<file path="config.mk">
export PLATFORM = sky130hd
export DESIGN_NAME = fetch_unit
export DESIGN_NICKNAME = d
export VERILOG_FILES = /design/src/rtl/fetch_unit.sv
export SDC_FILE = /design/constraint.sdc
export NUM_CORES = 1
export LEC_CHECK = 0
export ABC_AREA = 1
export CAP_MARGIN = 15
export CELL_PAD_IN_SITES_DETAIL_PLACEMENT = 1
export CELL_PAD_IN_SITES_GLOBAL_PLACEMENT = 1
export CORE_ASPECT_RATIO = 1.1
export CORE_UTILIZATION = 39
export CTS_CLUSTER_DIAMETER = 100
export CTS_CLUSTER_SIZE = 24
export DETAILED_ROUTE_END_ITERATION = 7
export HOLD_SLACK_MARGIN = 0.03
export PLACE_DENSITY = 0.86
export SLEW_MARGIN = 10
export SYNTH_ARGS = -nofsm -noshare
export SYNTH_HDL_FRONTEND = slang
export SYNTH_SLANG_ARGS = --single-unit
</file>
<file path="constraint.sdc">
create_clock -name clk -period 6.69 [get_ports clk]
set_input_delay 0.669 -clock clk [delete_from_list [all_inputs] [get_ports clk]]
set_output_delay 0.669 -clock clk [all_outputs]
set_load 0.03 [all_outputs]
</file>
<file path="src/rtl/fetch_unit.sv">
// Instruction fetch stage: holds the PC, requests 128-bit blocks from instcache,
// buffers one line and feeds decode. Optional FETCH_PERF_EN adds perf counters.
module fetch_unit #(
    parameter int                 ADDR_W   = 8,
    parameter int                 INST_W   = 32,
    parameter int                 BLOCK_W  = 128,
    parameter logic [ADDR_W-1:0]  RESET_PC = '0
) (
    input  logic                clk,
    input  logic                rst,
    output logic                req_valid,
    input  logic                req_ready,
    output logic [ADDR_W-1:0]   req_addr,
    input  logic                resp_valid,
    input  logic [BLOCK_W-1:0]  resp_block,
    output logic                inst_valid,
    input  logic                inst_ready,
    output logic [INST_W-1:0]   inst,
    output logic [ADDR_W-1:0]   inst_pc,
    input  logic                redirect,
    input  logic [ADDR_W-1:0]   redirect_pc,
    output logic [2:0]          state_dbg
`ifdef FETCH_PERF_EN
    ,
    output logic [15:0]         perf_fetch_cnt,
    output logic [15:0]         perf_stall_cnt
`endif
);

    // Handshakes: a transfer happens on a rising edge where valid && ready; the
    // producer holds valid and payload stable until then, unless a redirect flushes.
    typedef enum logic [2:0] {
        IDLE  = 3'd0,
        FETCH = 3'd1,
        WAIT  = 3'd2,
        DRAIN = 3'd3,
        SERVE = 3'd4
    } state_t;

    localparam int TAG_W = ADDR_W - 4;

    state_t               state, state_next;
    logic [ADDR_W-1:0]    pc, pc_next;
    logic [BLOCK_W-1:0]   lb_data;
    logic [TAG_W-1:0]     lb_tag;
    logic                 lb_valid;
    logic                 capture;
    logic [ADDR_W-1:0]    rd_pc;
    logic [ADDR_W-1:0]    pc_inc;
    logic                 rd_hit;

    assign rd_pc     = redirect_pc & ~ADDR_W'(3);
    assign rd_hit    = lb_valid && (rd_pc[ADDR_W-1:4] == lb_tag);
    assign pc_inc    = pc + ADDR_W'(4);
    assign state_dbg = state;

    always_ff @(posedge clk or posedge rst) begin
        if (rst) begin
            state    <= IDLE;
            pc       <= RESET_PC;
            lb_data  <= '0;
            lb_tag   <= '0;
            lb_valid <= 1'b0;
        end else begin
            state <= state_next;
            pc    <= pc_next;
            if (capture) begin
                lb_data  <= resp_block;
                lb_tag   <= pc[ADDR_W-1:4];
                lb_valid <= 1'b1;
            end
        end
    end

    always_comb begin
        state_next = state;
        pc_next    = pc;
        capture    = 1'b0;
        req_valid  = 1'b0;
        req_addr   = '0;
        inst_valid = 1'b0;
        inst       = '0;
        inst_pc    = '0;
        unique case (state)
            IDLE: state_next = FETCH;
            FETCH: begin
                req_valid = 1'b1;
                req_addr  = {pc[ADDR_W-1:4], 4'b0000};
                if (redirect) begin
                    pc_next    = rd_pc;
                    state_next = rd_hit ? SERVE : FETCH;
                end else if (req_ready) begin
                    state_next = WAIT;
                end
            end
            WAIT: begin
                if (redirect) begin
                    pc_next = rd_pc;
                    if (resp_valid) state_next = rd_hit ? SERVE : FETCH;
                    else            state_next = DRAIN;
                end else if (resp_valid) begin
                    capture    = 1'b1;
                    state_next = SERVE;
                end
            end
            DRAIN: begin
                // A redirect only moves the target; the stale response still has to be swallowed.
                if (redirect)   pc_next    = rd_pc;
                if (resp_valid) state_next = FETCH;
            end
            SERVE: begin
                inst_valid = 1'b1;
                inst       = lb_data[int'(pc[3:2]) * INST_W +: INST_W];
                inst_pc    = pc;
                if (redirect) begin
                    pc_next    = rd_pc;
                    state_next = rd_hit ? SERVE : FETCH;
                end else if (inst_ready) begin
                    pc_next = pc_inc;
                    if (pc_inc[ADDR_W-1:4] != lb_tag) state_next = FETCH;
                end
            end
            default: state_next = IDLE;
        endcase
    end

`ifdef FETCH_PERF_EN
    always_ff @(posedge clk or posedge rst) begin
        if (rst) begin
            perf_fetch_cnt <= '0;
            perf_stall_cnt <= '0;
        end else begin
            if (req_valid && req_ready && perf_fetch_cnt != 16'hFFFF)
                perf_fetch_cnt <= perf_fetch_cnt + 16'd1;
            if ((state == FETCH || state == WAIT || state == DRAIN) && perf_stall_cnt != 16'hFFFF)
                perf_stall_cnt <= perf_stall_cnt + 16'd1;
        end
    end
`endif

endmodule

</file>
==> results of run 1 <==
path summary, 6_finish.rpt:
kind | from | end | slack (ns) | cells after the start
min in group asynchronous | rst | state_dbg[1]$_DFFE_PP0P_ | 0.76 | 2
setup / recovery | pc[2]$_DFFE_PP0P_ | inst[6] | 2.45 | 5
hold reg to reg | lb_data[31]$_DFFE_PP0P_ | lb_data[31]$_DFFE_PP0P_ | 0.49 | 1
hold / removal | lb_data[31]$_DFFE_PP0P_ | lb_data[31]$_DFFE_PP0P_ | 0.49 | 1
max in group asynchronous | rst | lb_data[12]$_DFFE_PP0P_ | 4.58 | 3
setup reg to reg | pc[2]$_DFFE_PP0P_ | state_dbg[0]$_DFFE_PP0P_ | 3.67 | 11
layer usage:
metal	up-vias	wire, µm
met5	-	27
met4	4	247
met3	23	1020
met2	140	11000
met1	2968	8440
li1	2780	-
cells by family (layout without fill, tap and decap cells):
group / count (synthesis) / count (layout)
buffers and inverters: 112 / 283
AND/OR/NAND/NOR: 201 / 201
flip-flops: 142 / 142
other: 1 / 6
adder cells (fa/ha/maj): 1 / 1
AO/OA/AOI/OAI: 187 / 187
multiplexers: 96 / 96
cells in the mapped netlist (3+ instances only):
cell,instances
a21oi_1,100
buf_1,8
buf_2,14
buf_4,9
clkbuf_1,19
dfrtp_1,142
inv_1,59
mux2_1,34
mux2_2,62
nand2_1,54
nand3_1,16
nand4_1,4
nor2_1,120
o21ai_0,77
o22ai_1,3
report_power, final:
group          total, mW  switching [mW]  internal, mW
registers           1.59           0.310          1.28
logic               1.42           0.802         0.617
clock network       1.01           0.376         0.634
total               4.01            1.49          2.53
cell type report:
| type | instances | area, µm² |
|---|---|---|
| Clock buffer | 18 | 439 |
| Tap cell | 234 | 293 |
| Clock inverter | 13 | 189 |
| Sequential cell | 142 | 3560 |
| Fill cell | 1953 | 7640 |
| Timing Repair Buffer | 192 | 1910 |
| Multi-Input combinational cell | 491 | 2890 |
| Inverter | 60 | 230 |
metrics by stage:
stage               hold WS (ns)  worst slack [ns]  power, mW
floorplan                  0.448              2.21       2.49
global placement           0.468              2.86       2.88
detailed placement         0.474              2.83       3.01
CTS                        0.489              2.38       4.05
global route               0.502              2.27       4.29
finish                     0.486              2.45       4.01
registers in the layout, indices dropped and copies added, names as in the netlist:
register	cells
lb_data	128
lb_tag	4
lb_valid	1
pc	6
state_dbg	3
==> metrics.cfg, run 1 <==
[run_status]
outcome=complete, no violations

[setup_path]
critical_path_required_ns=6.02
startpoint_type=flop
path_class=reg -> out
critPathArrivalTime_ns=3.57
end_kind=primary output
worstPathCellList=inv_1, buf_4, o21ai_0, a21oi_1, clkdlybuf4s50_1
cp_top_family=buffers and inverters
critical_path.slowest_cell=dfrtp_4
slowest_delay_ns=1.08
worst-path-buf-inv=3
cp_max_fo=101

[logic_synthesis]
synthSimpleGateAreaFrac_pct=11.8
syn_area_um2=6900
synth.avg_cell_area_um2=9.33
synth_edf_count=0
synth_top_family_by_area=multiplexers
synth_top_cell_area_share_pct=51.5
synthCells=740
synth_mux_area_share_pct=15.7
synth-main-ff-cell=dfrtp_1
synth_adder_area_share_pct=0.181
synth_area_leader_cell=dfrtp_1
synth_cell_type_count=30
synth-compound-area-share_pct=13.8
ys_seq_area_share_pct=51.5
ys_ff_latch=142
async_flop_share_pct=100
ys.warnings.count=0
synthTopCellsByArea=dfrtp_1 51%, mux2_2 10%, a21oi_1 7.3%, nor2_1 6.5%, o21ai_0 5.6%
synthXorXnorAreaFrac_pct=0

[cts]
cts_root_buffer=clkbuf_16
cts_buffers=17
clock_path_buffers=2
cts_tree=built
ctsHoldBuffers=0
postCtsSetupBuffers=0
clk_pin_slew_worst_paths_ns=0.06
htreeDepth=4
clkSinkCount=142
ctsResizeCount=0
clk-insertion-delay-late_ns=0.42

[global_route]
busiest_layer=met2
grt_pass1_vias=6498
grt_overflow_total=0
grt_util_met1_pct=26.9
gr-usage-met3_pct=6.11
antenna_found_initial=2
use_met2_pct=43.7
globalRouteTotalUtil_pct=23.8
grt_first_pass_wirelength_um=32900
grt_max_degree=102

[power]
pwr_density_cell_nw_per_um2=422
peakVddDrop_v=0.000235
p_leak_nw=4.25

[die]
die_width_um=129
coreArea_um2=17100
row_count=50
ios=195
die_h_um=142
start_util_pct=40.3
dieArea_um2=18200

[route]
wire_per_inst_um=18.1
ant_nets=0
via_per_inst=5.14
wl_um=20800
drt_iter0_markers=216
drt_first_pass_iters=4
vias=5915
drc=0

[worst_hold_path]
min_path_type=reg -> reg

[cells_and_area]
utilization_pct=55.5
nets=1047
final_common_cell=clkdlybuf4s50_1
final_cell_mix=186 x clkdlybuf4s50_1, 140 x dfrtp_1, 120 x nor2_1
n_antenna_cell=0
drive_gt1_share_pct=11.8
area.growth.synth_to_final_pct=37.7
final_cell_area_um2=9510
layout.cells.non_filler=1150

[timing]
fin_skew_ns=0.0118
worst_pin_slew_ns=1.07
finalHoldViolCount=0
period_minus_slack_ns=4.24
fin_crit_sh_pct=63.3
slew_violations=0
relSlewSlack_pct=28.3
max_freq_ghz=0.236
setup_violations=0
final.setup.tns_ns=0
rsz0062_at_grt=false

[place]
place_inst=1119
gp_congestion=0.781
post_dp_cell_area_um2=8880
io_buffers=186
post-dp-hpwl_um=13800

[run]
cap_violations=0

No activity file was read; power rests on OpenSTA's default activity.
==> run 2: changes to the inputs <==
--- a/config.mk
+++ b/config.mk
@@ -10,12 +10,12 @@
 export CELL_PAD_IN_SITES_DETAIL_PLACEMENT = 1
 export CELL_PAD_IN_SITES_GLOBAL_PLACEMENT = 1
 export CORE_ASPECT_RATIO = 1.1
-export CORE_UTILIZATION = 39
+export CORE_UTILIZATION = 36
 export CTS_CLUSTER_DIAMETER = 100
 export CTS_CLUSTER_SIZE = 24
 export DETAILED_ROUTE_END_ITERATION = 7
 export HOLD_SLACK_MARGIN = 0.03
-export PLACE_DENSITY = 0.86
+export PLACE_DENSITY = 0.81
 export SLEW_MARGIN = 10
 export SYNTH_ARGS = -nofsm -noshare
 export SYNTH_HDL_FRONTEND = slang
==> constraint.sdc (replaced) <==
create_clock -name clk -period 4.4 [get_ports clk]
set_input_delay 0.44 -clock clk [delete_from_list [all_inputs] [get_ports clk]]
set_output_delay 0.44 -clock clk [all_outputs]
set_load 0.03 [all_outputs]
==> run 2 against run 1 <==
Largest power group unchanged. Critical path type unchanged. Die area up 8.2%. Combinational power increased by 49%. Clock power increased by 39%. Largest cell class unchanged. Sequential power grew 49%. Highest routed layer is now met4. Clock skew decreased by 0.0017 ns.
==> metrics.cfg, run 2 (synthesized netlist as in run 1, its figures left out) <==
[cts]
postCtsSetupBuffers=0  ; unchanged
cts_buffers=17  ; unchanged
ctsHoldBuffers=0  ; unchanged
cts_tree=built  ; unchanged
clk_pin_slew_worst_paths_ns=0.06  ; about the same
htreeDepth=4  ; unchanged
cts_root_buffer=clkbuf_16  ; unchanged
ctsResizeCount=0  ; unchanged
clkSinkCount=142  ; unchanged
clk-insertion-delay-late_ns=0.42  ; about the same
clock_path_buffers=2  ; unchanged

[route]
drc=0  ; unchanged
vias=5870  ; was 5,915
drt_first_pass_iters=4  ; unchanged
wire_per_inst_um=16.8  ; was 18.1 µm
via_per_inst=5.05  ; was 5.14
ant_nets=0  ; unchanged
wl_um=19500  ; was 20,800 µm
drt_iter0_markers=247  ; was 216

[power]
pwr-share-seq_pct=40.3  ; was 39.5%
netSwitchingFraction_pct=37.6  ; was 37.1%
p_sw_mw=2.21  ; was 1.49 mW
clockPowerShare_pct=23.7  ; was 25.1%
intPower_mw=3.67  ; was 2.53 mW
p_leak_nw=4.22  ; was 4.25 nW
peakVddDrop_v=0.000296  ; was 0.000235 V
combPwrFrac_pct=35.9  ; was 35.4%
pwr_density_cell_nw_per_um2=620  ; was 422 nW/µm²

[setup_path]
critical_path_required_ns=3.96  ; was 6.02 ns
critical_path.slowest_cell=clkdlybuf4s50_1  ; was dfrtp_4
end_kind=primary output  ; unchanged
slowest_delay_ns=0.73  ; was 1.08 ns
cp_top_family=buffers and inverters  ; unchanged
cp_max_fo=45  ; was 101
worstPathCellList=inv_1, buf_4, o21ai_0, a21oi_1, clkdlybuf4s50_1  ; unchanged
worst-path-buf-inv=3  ; unchanged
startpoint_type=flop  ; unchanged
critPathArrivalTime_ns=3.12  ; was 3.57 ns
path_class=reg -> out  ; unchanged

[die]
row_count=52  ; was 50
coreArea_um2=18600  ; was 17,100 µm²
dieArea_um2=19700  ; was 18,200 µm²
die_width_um=134  ; was 129 µm
start_util_pct=37.1  ; was 40.3%
ios=195  ; unchanged
die_h_um=147  ; was 142 µm

[cells_and_area]
top_regs=lb_data x128, pc x6, lb_tag x4  ; unchanged
drive_gt1_share_pct=11.8  ; about the same
largest_reg_flops=128  ; unchanged
layout.cells.non_filler=1162  ; was 1,150
largest-register=lb_data  ; unchanged
final_common_cell=clkdlybuf4s50_1  ; unchanged
utilization_pct=51.0  ; was 55.5%
final_cell_mix=186 x clkdlybuf4s50_1, 140 x dfrtp_1, 120 x nor2_1  ; unchanged
area.growth.synth_to_final_pct=37.5  ; was 37.7%
nets=1048  ; was 1,047

[global_route]
busiest_layer=met2  ; unchanged
gr-usage-met3_pct=5.21  ; was 6.11%
grt_util_met1_pct=24.9  ; was 26.9%
grt_max_degree=87  ; was 102
grt_first_pass_wirelength_um=32200  ; was 32,900 µm
grt_pass1_vias=6403  ; was 6,498
use_met2_pct=37.2  ; was 43.7%
grt_overflow_total=0  ; unchanged
globalRouteTotalUtil_pct=21.0  ; was 23.8%
antenna_found_initial=1  ; was 2

[timing]
worst_pin_slew_ns=1.00  ; was 1.07 ns
finalHoldViolCount=0  ; unchanged
fin_crit_sh_pct=80.8
fin_skew_ns=0.0100  ; was 0.0118 ns
setup_violations=0  ; unchanged
slew_violations=0  ; unchanged
relSlewSlack_pct=33.0  ; was 28.3%
max_freq_ghz=0.281
final.setup.tns_ns=0  ; unchanged
rsz0062_at_grt=false  ; unchanged
period_minus_slack_ns=3.56

[place]
post-dp-hpwl_um=13100  ; was 13,800 µm
gp_congestion=0.832  ; was 0.781
io_buffers=186  ; unchanged
place_inst=1129  ; was 1,119

[run]
cap_violations=0  ; unchanged

[worst_hold_path]
min_path_type=reg -> reg  ; unchanged

[run_status]
outcome=complete, no violations  ; unchanged

[run 2: changes by cell type in the layout (fill, tap and decap cells not counted), sizes merged]
cell / before / now
clkinv: 6 / 3
inv: 61 / 65
clkbuf: 18 / 19
diode: 0 / 1
bufinv: 4 / 1
clkinvlp: 2 / 4
buf: 6 / 7
[run 2: power groups by stage]
stage / combinational [mW] / clock (mW) / sequential, mW
after detailed placement: 2.14 / 0 / 2.40
final: 2.11 / 1.40 / 2.37
after global routing: 2.39 / 1.48 / 2.47
after CTS: 2.16 / 1.43 / 2.38
after global placement: 2.05 / 0 / 2.36
after floorplan: 1.60 / 0 / 2.19
[run 2: metrics by stage]
stage | instance area, µm² | hold slack, ns | power [mW] | setup WS [ns]
floorplan | 6920 | 0.448 | 3.79 | 0.150
global placement | 8920 | 0.467 | 4.41 | 1.30
detailed placement | 8920 | 0.476 | 4.54 | 1.23
CTS | 9490 | 0.490 | 5.97 | 0.761
global route | 9490 | 0.501 | 6.34 | 0.655
finish | 9490 | 0.484 | 5.88 | 0.845
[run 2: routing by layer]
layer	vias up	wire, µm
li1	2787	-
met1	2930	8250
met2	132	10200
met3	21	817
met4	0	282
met5	-	0
[run 2: final timing paths]
check                                              start                  endpoint  slack, ns  depth (start not counted)
worst min register to register   lb_data[31]$_DFFE_PP0P_   lb_data[31]$_DFFE_PP0P_       0.48                          1
max in group asynchronous                            rst   lb_data[55]$_DFFE_PP0P_       2.90                          3
worst max register to register  state_dbg[0]$_DFFE_PP0P_  state_dbg[0]$_DFFE_PP0P_       1.68                         10
min in group asynchronous                            rst  lb_data[126]$_DFFE_PP0P_       0.55                          2
worst min-delay path             lb_data[31]$_DFFE_PP0P_   lb_data[31]$_DFFE_PP0P_       0.48                          1
worst max-delay path                   pc[2]$_DFFE_PP0P_                  inst[19]       0.84                          5
[run 2: layout make-up]
class	count	area [µm²]
clock buffers	19	433
repair buffers	193	1940
flip-flops and latches	142	3560
diodes	1	2.50
inverters	60	230
clock inverters	13	133
multi-input cells	491	2890
fillers	2138	9120
well taps	243	304
